[src/rtl/timer_pkg.sv]
// Shared register indices and bit positions for the APB timer core.
package timer_pkg;

  localparam int TIMER_NUM_REGS = 5;

  localparam int CTRL_IDX     = 0;
  localparam int PRESCALE_IDX = 1;
  localparam int COUNT_IDX    = 2;
  localparam int COMPARE_IDX  = 3;
  localparam int STATUS_IDX   = 4;

  localparam int EN_BIT = 0;
  localparam int AR_BIT = 1;
  localparam int IE_BIT = 2;
  localparam int OS_BIT = 3;

  localparam int MATCH_BIT = 0;
  localparam int OVF_BIT   = 1;

endpackage

[src/rtl/timer_prescaler.sv]
// Clock divider that emits a single-cycle tick every div+1 clocks while enabled.
module timer_prescaler #(
  parameter int PRE_WIDTH = 16
) (
  input  logic                 clk,
  input  logic                 n_rst,
  input  logic                 en,
  input  logic                 clr,
  input  logic [PRE_WIDTH-1:0] div,
  output logic                 tick
);

  logic [PRE_WIDTH-1:0] r_preCnt;

  assign tick = en && !clr && (r_preCnt == div);

  // A divider rewrite restarts the period so the new value takes effect cleanly.
  always_ff @(posedge clk or negedge n_rst) begin
    if (!n_rst) begin
      r_preCnt <= '0;
    end else if (!en || clr || tick) begin
      r_preCnt <= '0;
    end else begin
      r_preCnt <= r_preCnt + 1'b1;
    end
  end

endmodule

[src/rtl/apb_timer_core.sv]
// Timer register bank and counting engine: prescaled 32-bit up-counter with
// compare match, overflow, auto-reload, one-shot and a level interrupt.
module apb_timer_core
  import timer_pkg::*;
#(
  parameter int NUM_REGS  = TIMER_NUM_REGS,
  parameter int PRE_WIDTH = 16
) (
  input  logic                     clk,
  input  logic                     n_rst,
  input  logic [NUM_REGS-1:0]      w_enable,
  input  logic [NUM_REGS-1:0]      r_enable,
  input  logic [31:0]              w_data,
  output logic [NUM_REGS-1:0][31:0] read_data,
  output logic                     timer_irq
);

  logic [3:0]           r_ctrl;
  logic [PRE_WIDTH-1:0] r_prescale;
  logic [31:0]          r_count;
  logic [31:0]          r_compare;
  logic [1:0]           r_status;

  logic        w_tick;
  logic        w_countWr;
  logic        w_matchEv;
  logic        w_ovfEv;
  logic [1:0]  w_statusClr;
  logic [31:0] w_countNext;
  logic        w_unused;

  assign w_unused = ^r_enable;

  timer_prescaler #(.PRE_WIDTH(PRE_WIDTH)) u_prescaler (
    .clk   (clk),
    .n_rst (n_rst),
    .en    (r_ctrl[EN_BIT]),
    .clr   (w_enable[PRESCALE_IDX]),
    .div   (r_prescale),
    .tick  (w_tick)
  );

  // A software COUNT write swallows a coincident tick, including its flags.
  assign w_countWr   = w_enable[COUNT_IDX];
  assign w_matchEv   = w_tick && !w_countWr && (r_count == r_compare);
  assign w_ovfEv     = w_tick && !w_countWr && (r_count != r_compare) && (r_count == 32'hFFFF_FFFF);
  assign w_statusClr = w_enable[STATUS_IDX] ? w_data[1:0] : 2'b00;

  always_comb begin
    w_countNext = r_count;
    if (w_countWr) begin
      w_countNext = w_data;
    end else if (w_matchEv) begin
      w_countNext = r_ctrl[AR_BIT] ? 32'd0 : r_count + 32'd1;
    end else if (w_tick) begin
      w_countNext = r_count + 32'd1;
    end
  end

  // One-shot drops EN on match unless software rewrites CTRL in that same cycle.
  always_ff @(posedge clk or negedge n_rst) begin
    if (!n_rst) begin
      r_ctrl     <= '0;
      r_prescale <= '0;
      r_count    <= '0;
      r_compare  <= '0;
      r_status   <= '0;
    end else begin
      if (w_enable[CTRL_IDX]) begin
        r_ctrl <= w_data[3:0];
      end else if (w_matchEv && r_ctrl[OS_BIT]) begin
        r_ctrl[EN_BIT] <= 1'b0;
      end
      if (w_enable[PRESCALE_IDX]) begin
        r_prescale <= w_data[PRE_WIDTH-1:0];
      end
      if (w_enable[COMPARE_IDX]) begin
        r_compare <= w_data;
      end
      r_count  <= w_countNext;
      r_status <= (r_status & ~w_statusClr) | {w_ovfEv, w_matchEv};
    end
  end

  always_comb begin
    read_data                              = '0;
    read_data[CTRL_IDX][3:0]               = r_ctrl;
    read_data[PRESCALE_IDX][PRE_WIDTH-1:0] = r_prescale;
    read_data[COUNT_IDX]                   = r_count;
    read_data[COMPARE_IDX]                 = r_compare;
    read_data[STATUS_IDX][1:0]             = r_status;
  end

  assign timer_irq = r_ctrl[IE_BIT] && (r_status[MATCH_BIT] || r_status[OVF_BIT]);

endmodule

[config.mk]
export PLATFORM = sky130hd
export DESIGN_NAME = apb_timer_core
export DESIGN_NICKNAME = d
export VERILOG_FILES = /design/src/rtl/timer_pkg.sv /design/src/rtl/timer_prescaler.sv /design/src/rtl/apb_timer_core.sv
export SDC_FILE = /design/constraint.sdc
export NUM_CORES = 1
export LEC_CHECK = 0
export ABC_AREA = 1
export CAP_MARGIN = 30
export CORE_ASPECT_RATIO = 0.8
export CORE_MARGIN = 2
export CORE_UTILIZATION = 43
export DETAILED_ROUTE_END_ITERATION = 12
export PLACE_DENSITY = 0.88
export SLEW_MARGIN = 10
export SYNTH_ARGS = -nofsm -noshare
export SYNTH_HDL_FRONTEND = slang
export SYNTH_HIERARCHICAL = 1
export SYNTH_SLANG_ARGS = --single-unit
[constraint.sdc]
create_clock -name clk -period 1.9 [get_ports clk]
set_input_delay 0.38 -clock clk [delete_from_list [all_inputs] [get_ports clk]]
set_output_delay 0.38 -clock clk [all_outputs]
set_load 0.01 [all_outputs]
==> key figures <==
Routing
  – Routed WL: 20,180 µm
  – Residual DRC: 0
  – Post-route ant nets: 0
  – DR pass1 iterations: 5
  – WL/cell: 15.67 µm
  – Via Count: about 6,400
  – Via density: between 4 and 5
  – Number of DRC markers in iteration 0: 652

Worst hold path
  – Worst Hold Class: in -> async

Finish
  – Post-route cell area: 9007 µm²
  – Nets@finish: 1,121
  – Fill count: ~1,300
  – Share of cells above drive strength 1: 21.89%
  – Synth-to-Final Area Change: 35.83%
  – Antenna Cells: 0

Placement
  – Port buffer count: 125
  – Post-DP HPWL: 14,540 µm
  – Final Wtd Congestion: 0.9183
  – Placement Setup Slack: -335.3 ps
  – Post-DP Area: 8333 µm²

STA
  – Fin. Hold Viols: 0
  – Setup ws final: -180.3 ps
  – Unrepaired setup endpoints after global routing: true
  – TNS Setup: -4614 ps
  – Skew final: 10.54 ps
  – Tmin final: around 2100 ps
  – Max Fclk: 480.7 MHz
  – Fin crit share: 109.5%
  – Hold_ws: 457.1 ps
  – Finish-stage setup viols: 33
  – Final Max Slew Viols: 0

Synth
  – Synth top area share: between 30% and 40%
  – Most common cell in the synthesized netlist: nand2_1
  – #FFs+latches synth: between 100 and 150
  – Post-Syn Instances: 877
  – Ys async rst share: 100.0%
  – Synth cell types: 34
  – Most frequent cells after synthesis: nand2_1, dfrtp_1, inv_1
  – Ys flop type: dfrtp_1
  – Seq/Total Area, Yosys: 38.49%
  – Avg Cell Area, Syn: 7.561 µm²
  – Yosys warns: 6
  – Cell taking the most area after synthesis: dfrtp_1
  – Area contributors post-synth: dfrtp_1, nand2_1, buf_4, mux2_2, inv_1
  – Cell Area, Synth: 6631 µm²
  – EDFF count, synth: 0

Power
  – Cell Pwr Density: 654.8 nW/µm²
  – Peak supply drop: 0.4293 mV
  – LEAKAGE: about 0.0042 µW

Setup path
  – CP Capture Point: r_count[10]$_DFFE_PN0P_
  – Worst path cell trace: inv_1, nand2_1, nand2_1, nor2_1, nand2_1, nor2_2, nand2_2, nor2_4, inv_2, nor2_4, buf_6, buf_6, o21ai_1, a21oi_1, nand2_4, nand2_2
  – R2R Setup Slk: -180 ps
  – Crit path launch type: register
  – Reg-to-Reg Start: u_prescaler/r_preCnt[5]$_DFF_PN0_
  – R2R depth: 16
  – Crit. End Element: register
  – Crit path max-delay cell type: dfrtp_1
  – Critical Path AT: 2380 ps
  – Worst Setup SP: u_prescaler/r_preCnt[5]$_DFF_PN0_
  – Setup CP Type: reg -> reg
  – R2R Path End: r_count[10]$_DFFE_PN0P_
  – Top cell by count, worst path: nand2_1
  – Worst path max stage delay: about 370 ps
  – Worst Path Max Fanout: 11
  – CP required: 2200 ps

Clocking
  – CTS Buffer Depth: 2
  – CTS Buf Count: 9
  – CTS H-tree depth: 3
  – Register clock-pin slew on the reported worst setup and hold paths: around 70 ps
  – Root Buffer: clkbuf_16
  – Clock sinks: around 100
  – Clk Latency, worst-skew pair: 360 ps
  – CTS tree: done

Global routing
  – Global Route Usage Sum: roughly a quarter
  – Largest net degree at the start of global routing: 51
  – Initial antenna violation count: 0
  – First-pass GRT wire length: between 30,000 and 40,000 µm
  – Vias in the first global route: 5,980
  – Total gr overflow: 0

Die
  – Die Y-Extent: 115.1 µm
  – Rows: 40
  – Die Wd: 142.8 µm
  – Floorplan core area: between 15,000 and 20,000 µm²
  – Die Footprint: between 15,000 and 20,000 µm²
  – I/O pin cnt: about 210
  – Starting Density: about 44%

Outcome
  – Status: finished, violations left
  – Failing checks: negative setup slack

Run
  – Max-Cap Viols: 0
## where the power goes
part           internal, µW  switching, µW
logic                   711            742
registers              2340            208
clock network          1080            815
total                  4130           1760
## stage by stage
stage	power (µW)	cells	utilization, %
after detailed placement	3990	1258	55.32
final	5898	1288	59.79
after floorplan	3316	950	-
after global routing	6142	1288	59.79
after CTS	5878	1286	58.93
after global placement	3950	1258	55.32
## layout by cell type, fill, tap and decap left out, types with 2 or more instances in the layout
cell               n
buf_4             80
buf_6              2
nor2_1            75
dfrtp_2            4
xor2_1            12
inv_2             12
clkbuf_8           2
clkbuf_1           2
ha_1               2
a21oi_1           17
nor3_1            12
nor2_4             5
o21ai_0           27
mux2_2            32
nand2_2           30
buf_12             8
clkdlybuf4s50_1  122
nand2_4            9
dfrtp_1           98
a21oi_2            3
inv_1             82
o21ai_2            2
nor3_2             4
nor2_2            23
o21ai_1            6
nand3_1           16
clkbuf_16         11
a22oi_1           32
nand2_1          232
nand3_2            3
conb_1            74
xnor2_1           18
nand4_1           12
## registers in the layout, summed over array words and instances, names as in the netlist
register,count
r_status,2
r_compare,32
u_prescaler/r_preCnt,16
r_count,32
r_prescale,16
r_ctrl,4
## cell families (layout without fill, tap and decap cells)
| logic type | Yosys count | after routing | share of synthesized area, % |
|---|---|---|---|
| mux | 32 | 32 | 5.434 |
| compound gates | 87 | 87 | 7.830 |
| xor+xnor | 30 | 30 | 3.962 |
| flops | 102 | 102 | 38.49 |
| buf+inv | 197 | 325 | 16.47 |
| simple gates | 426 | 426 | 27.38 |
| fa+ha+maj | 2 | 2 | 0.3773 |
| other cells | 1 | 74 | 0.05655 |
## worst max-delay path, delay by kind of cell (launching register included)
family	cells	cell delay, ps
AND/OR/NAND/NOR	10	940
buffers and inverters	4	390
flip-flops	1	370
AO/OA/AOI/OAI	2	330
## worst min path at each step
stage | slack (ps) | to | cells after the start
floorplan | 80 | r_compare[0]$_DFFE_PN0P_ | 0
global placement | 300 | r_compare[30]$_DFFE_PN0P_ | 1
detailed placement | 310 | r_compare[30]$_DFFE_PN0P_ | 1
CTS | 470 | r_count[28]$_DFFE_PN0P_ | 2
global route | 500 | r_count[28]$_DFFE_PN0P_ | 2
finish | 460 | r_compare[30]$_DFFE_PN0P_ | 2
## per-layer routing
metal  up-vias  GRT usage [%]  share of wire (%)
li1       3016              -                  -
met1      3006          33.32                 42
met2       305          39.52                 47
met3        42          5.123                8.7
met4         0          8.185                2.5
met5         -              0                  0
## area by class of cell
class                           instances  area (µm²)  share of cell area, %
Clock inverter                          1       30.03                 0.3334
Inverter                               94       352.8                  3.917
Tap cell                              210       262.8                  2.917
Multi-Input combinational cell        651        3460                  38.41
Sequential cell                       102        2557                  28.39
Timing Repair Buffer                  217        2085                  23.14
Clock buffer                           13       260.3                  2.889
## what timing repair did
item | CTS | global route
setup buffers | 12 | 3
pin swaps | 12 | 16
endpoints found under the hold margin | 19 | 0
setup endpoints to repair | 35 | 41
gates resized for setup | 35 | 43
gates cloned | 2 | 1
hold buffers | 1 | 0
No activity file was read; power rests on OpenSTA's default activity.
